**src/rtl/window_watchdog_core.sv**
```systemverilog
// Windowed watchdog core. A closed window is followed by an open window and a
// service edge must land inside the open window. Early and late faults are
// counted, and once the count reaches the limit the core locks into a reset
// request that only RST can clear.
module window_watchdog_core #(
   parameter int PRESC = 1,
   parameter int CNTW  = 8
) (
   input  logic       CLK,
   input  logic       RST,
   input  logic       INIT,
   input  logic [7:0] FWLEN,
   input  logic [7:0] SWLEN,
   input  logic [7:0] RST_LMT,
   input  logic       WDSRVC,
   output logic [2:0] FLSTAT,
   output logic       WDRST,
   output logic       WINOPEN,
   output logic [7:0] FLTCNT
);

   typedef enum logic [1:0] {IDLE, CLOSED, OPEN, LOCKED} state_t;

   localparam logic [15:0] PLAST = 16'(PRESC - 1);

   state_t          state, state_n;
   logic [15:0]     pcnt, pcnt_n;
   logic [CNTW-1:0] wcnt, wcnt_n;
   logic [CNTW-1:0] wlast, wlast_n;
   logic [7:0]      fcnt, fcnt_n;
   logic [7:0]      fcnt_inc;
   logic [7:0]      limit;
   logic [2:0]      flstat, flstat_n;
   logic            wdrst, wdrst_n;
   logic            wdsrvc_q;
   logic            svc;
   logic            tick;
   logic            enter_closed;
   logic            enter_open;
   logic            fault_early;
   logic            fault_late;

   assign svc      = WDSRVC & ~wdsrvc_q;
   assign tick     = (pcnt == PLAST);
   assign limit    = (RST_LMT == 8'd0) ? 8'd1 : RST_LMT;
   assign fcnt_inc = (fcnt == 8'hFF) ? fcnt : fcnt + 8'd1;

   // Next-state, window timing and fault bookkeeping for the watchdog FSM
   always_comb begin
      state_n      = state;
      pcnt_n       = pcnt;
      wcnt_n       = wcnt;
      wlast_n      = wlast;
      fcnt_n       = fcnt;
      flstat_n     = flstat;
      wdrst_n      = wdrst;
      enter_closed = 1'b0;
      enter_open   = 1'b0;
      fault_early  = 1'b0;
      fault_late   = 1'b0;

      case (state)
         IDLE: begin
            if (INIT) begin
               enter_closed = 1'b1;
            end
         end
         CLOSED: begin
            if (!INIT) begin
               state_n = IDLE;
               pcnt_n  = '0;
               wcnt_n  = '0;
            end else if (svc) begin
               fault_early  = 1'b1;
               enter_closed = 1'b1;
            end else begin
               pcnt_n = tick ? '0 : pcnt + 16'd1;
               if (tick) begin
                  if (wcnt == wlast) begin
                     enter_open = 1'b1;
                  end else begin
                     wcnt_n = wcnt + 1'b1;
                  end
               end
            end
         end
         OPEN: begin
            if (!INIT) begin
               state_n = IDLE;
               pcnt_n  = '0;
               wcnt_n  = '0;
            end else if (svc) begin
               enter_closed = 1'b1;
            end else begin
               pcnt_n = tick ? '0 : pcnt + 16'd1;
               if (tick) begin
                  if (wcnt == wlast) begin
                     fault_late   = 1'b1;
                     enter_closed = 1'b1;
                  end else begin
                     wcnt_n = wcnt + 1'b1;
                  end
               end
            end
         end
         default: begin
         end
      endcase

      if (enter_closed) begin
         if (FWLEN == 8'd0) begin
            enter_open = 1'b1;
         end else begin
            state_n = CLOSED;
            pcnt_n  = '0;
            wcnt_n  = '0;
            wlast_n = CNTW'(FWLEN) - 1'b1;
         end
      end

      if (enter_open) begin
         state_n = OPEN;
         pcnt_n  = '0;
         wcnt_n  = '0;
         wlast_n = (SWLEN == 8'd0) ? '0 : CNTW'(SWLEN) - 1'b1;
      end

      if (fault_early || fault_late) begin
         fcnt_n   = fcnt_inc;
         flstat_n = flstat | {1'b0, fault_late, fault_early};
         if (fcnt_inc >= limit) begin
            flstat_n[2] = 1'b1;
            wdrst_n     = 1'b1;
            state_n     = LOCKED;
            pcnt_n      = pcnt;
            wcnt_n      = wcnt;
         end
      end
   end

   // State and datapath registers with synchronous active-low reset
   always_ff @(posedge CLK) begin
      if (!RST) begin
         state    <= IDLE;
         pcnt     <= '0;
         wcnt     <= '0;
         wlast    <= '0;
         fcnt     <= '0;
         flstat   <= '0;
         wdrst    <= 1'b0;
         wdsrvc_q <= 1'b0;
      end else begin
         state    <= state_n;
         pcnt     <= pcnt_n;
         wcnt     <= wcnt_n;
         wlast    <= wlast_n;
         fcnt     <= fcnt_n;
         flstat   <= flstat_n;
         wdrst    <= wdrst_n;
         wdsrvc_q <= WDSRVC;
      end
   end

   assign FLSTAT  = flstat;
   assign WDRST   = wdrst;
   assign WINOPEN = (state == OPEN);
   assign FLTCNT  = fcnt;

endmodule
```
**config.mk**
```make
export PLATFORM = sky130hd
export DESIGN_NAME = window_watchdog_core
export DESIGN_NICKNAME = d
export VERILOG_FILES = /design/src/rtl/window_watchdog_core.sv
export SDC_FILE = /design/constraint.sdc
export NUM_CORES = 1
export LEC_CHECK = 0
export BUFFER_PORTS_ARGS = -buffer_cell sky130_fd_sc_hd__buf_2
export CAP_MARGIN = 10
export CORE_UTILIZATION = 43
export CTS_CLUSTER_DIAMETER = 120
export DETAILED_ROUTE_END_ITERATION = 6
export SYNTH_ARGS = -nofsm -noshare
export SYNTH_HDL_FRONTEND = slang
export SYNTH_SLANG_ARGS = --single-unit
```
**constraint.sdc**
```tcl
create_clock -name CLK -period 8.7 [get_ports CLK]
set_clock_uncertainty 0.2 [all_clocks]
set_input_delay 0.87 -clock CLK [delete_from_list [all_inputs] [get_ports CLK]]
set_output_delay 0.87 -clock CLK [all_outputs]
set_load 0.02 [all_outputs]
```
==> implementation parameters <==
Parameter                              Value

Power
  Leak Pwr ... 1.47 nW
  VDD IR-drop max ... 0.0000821 V
  Power per cell area ... 126 nW/um2

Worst setup path
  Slowest-stage cell, CP ... o22a_1
  Crit path largest cell delay ... 620 ps
  Type of destination of the critical path ... flop
  Crit Path Category ... flop to flop
  Worst reg2reg setup slack ... 5100 ps
  Cell count of the worst reg-to-reg path ... 10
  Most common cell type on the critical path ... ha_1
  Arr. time, crit path ... 3610 ps
  CP Cell Sequence ... ha_1 -> and3_1 -> nand3_1 -> mux2_2 -> ha_1 -> o21ai_0 -> a221oi_1 -> o22a_1 -> nand2_2 -> a211oi_1
  Data required time of the critical path ... 8710 ps
  Launching point of the worst reg2reg path ... FLTCNT[0]$_SDFFE_PN0N_
  Largest fanout of any net on the critical path ... 16
  Crit path launch type ... flop
  Reg-to-reg endpoint ... state[0]$_SDFF_PN0_

Logic synthesis
  Share of flip-flops with an asynchronous set or reset after synthesis ... 0
  Yosys reg bits ... 47
  Synth Area per Inst ... 7.89 um2
  EDFF count, synth ... 0
  Number of nets produced by synthesis ... 460
  Unique masters post-synth ... 63
  Yosys synthesis warning count ... 0
  Primary flip-flop cell chosen by synthesis mapping ... dfxtp_1
  Synth Instances ... 414
  Post-synth design cell area ... 3270 um2
  Sequential cell area fraction in the yosys report ... 0.288

Route
  Drt pass-1 iters ... 4
  Post-detailed-routing wire length ... 8080 um
  Met3 wire length ... 282 um
  Avg Vias per Cell ... 5.83
  Initial DRC count ... 178
  Highest metal used ... met4
  # DRC ... 0
  Number of vias after detailed routing ... 3188
  Final antenna-violating net count ... 0
  Wire length per cell ... 14.8 um
  WL met1 ... 3730 um
  Met2 wire length ... 3940 um

Timing
  Part of the cycle the worst path needs ... 0.413
  Top achievable clock speed ... 278 MHz
  Pin slew with the least headroom to its limit ... 927 ps
  Final setup viols ... 0
  Total Negative Setup Slacks ... 0 ps
  Period minus WS final ... 3600 ps
  Remaining max-slew budget at the tightest pin ... 0.382
  Final Hold Fails ... 0
  RSZ-0062 raised after global routing ... no
  Worst path setup slack after routing ... 5100 ps
  Pins Over Slew Limit ... 0

Final layout
  Commonest cells after routing, fill and taps aside ... 47 x dfxtp_1, 44 x nand2_1, 40 x buf_2
  # diodes ... 0
  Commonest non-fill, non-tap cell in the layout ... dfxtp_1
  Share of layout cells above drive strength 1 ... 0.141
  Synthesis-to-layout area growth ... 10.9%
  Net total in the final layout ... 493
  Layout Cells excl Fill ... 547

CTS
  Number of setup buffers added after CTS ... 0
  Number of cells upsized or downsized after cts ... 0
  Sink Count ... 47
  Later-pin clock latency in the skew report ... 310 ps
  Reg clk slew, reported paths ... 100 ps
  Number of clock buffers inserted by TritonCTS ... 5
  Clock root cell ... clkbuf_8
  H-tree level count ... 2
  CTS tree ... done
  Hold buffer count at cts ... 0
  Maximum clock insertion buffer count ... 2

Floorplanning
  Total Die Area ... 7950 um2
  I/O pin total ... 41
  Core Rows ... 31
  Die W ... 89.2 um
  Vertical die dimension ... 89.2 um
  Initial Utilization ... 0.448
  Area of the core ... 7290 um2

Place
  Placed Instances ... 539
  Count of input and output buffers ... 40
  Pre-CTS setup slack ... 5120 ps
  Routability congestion estimate ... 0.880
  Post-detail-place hpwl ... 6040 um

Job
  Max cap viols ... 0

Global route
  Total overflow reported by the global router ... 0
  Gr usage total ... 0.212
  Maximum number of pins on one net before global-route repair ... 35
  Antenna violations before repair ... 0
  Wire length of the first global-routing pass ... 13100 um
  Number of global-route vias before repair ... 2837

Hold path
  WHS Endpoint ... FLSTAT[0]$_SDFFE_PN0N_
  WHS Path Cells ... 2
  Worst hold path type ... flop to flop
  Start point of the worst hold path ... FLSTAT[0]$_SDFFE_PN0N_

Run status
  Run status ... finished, final reports clean
## flip-flops by register name, indices dropped and copies added, names as in the netlist
register / flops
wdsrvc_q: 1
FLSTAT: 3
WDRST: 1
wlast: 8
state: 2
wcnt: 8
FLTCNT: 8
pcnt: 16
## metrics by stage
step	utilization	total power [W]	hold WS (ps)	area (um2)
3_5_place_dp	0.485	0.000322	239	3530
3_3_place_gp	0.485	0.000322	235	3530
6_report	0.497	0.000457	247	3630
5_1_grt	0.497	0.000484	303	3630
4_1_cts	0.497	0.000463	252	3630
2_1_floorplan	-	0.000296	244	3270
## cell usage after synthesis (3+ instances only)
cell / instances / area (um2)
dfxtp_1: 47 / 941
nand3_1: 19 / 95.1
a21o_1: 3 / 22.5
a31oi_1: 10 / 62.6
nand2b_1: 12 / 75.1
xor2_1: 4 / 35.0
nor3_1: 10 / 50.1
xnor2_1: 19 / 166
or4_1: 3 / 22.5
nor4_1: 5 / 31.3
a21oi_1: 22 / 110
o22ai_1: 5 / 31.3
a211oi_1: 6 / 45.0
a22oi_1: 12 / 90.1
clkbuf_1: 11 / 41.3
o21ai_0: 22 / 110
inv_1: 24 / 90.1
o211ai_1: 5 / 37.5
and2_1: 4 / 25.0
o32ai_1: 7 / 61.3
nand2_1: 44 / 165
nand4_1: 9 / 56.3
nor2_1: 15 / 56.3
ha_1: 18 / 225
o21a_1: 4 / 30.0
and3_1: 11 / 68.8
or3_1: 16 / 100
## cells by family after synthesis
family / synth area share
AO/OA/AOI/OAI: 0.269
XOR/XNOR: 0.0616
AND/OR/NAND/NOR: 0.258
adder cells (fa/ha/maj): 0.0689
buffers and inverters: 0.0479
multiplexers: 0.00689
flip-flops: 0.288
## per-layer routing
layer / vias to the layer above / GRT usage
li1: 1621 / -
met1: 1495 / 0.260
met2: 62 / 0.373
met3: 10 / 0.0351
met4: 0 / 0.0750
met5: - / 0
## cell type report
type	count	area [um2]
Fill cell	759	3670
Multi-Input combinational cell	328	2170
Sequential cell	47	941
Timing Repair Buffer	41	208
Tap cell	99	124
Inverter	24	90.1
Clock buffer	5	68.8
Clock inverter	3	23.8
## where the power goes
group	internal (W)	total, W	switching [W]
sequential	0.000221	0.000225	0.00000454
combinational	0.0000345	0.0000918	0.0000573
clock	0.0000576	0.000140	0.0000820
## how the worst max path moves through the flow
stage	slack, ps	cells after the start	start	endpoint
after floorplan	5480	11	FLTCNT[0]$_SDFFE_PN0N_	pcnt[15]$_SDFFE_PN0N_
after global placement	5250	10	FLTCNT[0]$_SDFFE_PN0N_	wcnt[6]$_SDFFE_PN0N_
after detailed placement	5120	10	FLTCNT[0]$_SDFFE_PN0N_	pcnt[14]$_SDFFE_PN0N_
after CTS	5080	10	FLTCNT[0]$_SDFFE_PN0N_	pcnt[14]$_SDFFE_PN0N_
after global routing	4730	10	FLTCNT[0]$_SDFFE_PN0N_	state[0]$_SDFF_PN0_
final	5100	10	FLTCNT[0]$_SDFFE_PN0N_	state[0]$_SDFF_PN0_
## worst max-delay path, delay by kind of cell (launching register included)
family | cells | cell delay [ps]
AND/OR/NAND/NOR | 3 | 720
flip-flops | 1 | 450
adder cells (fa/ha/maj) | 2 | 500
AO/OA/AOI/OAI | 4 | 1270
multiplexers | 1 | 360
(Power assumes the default switching activity.)
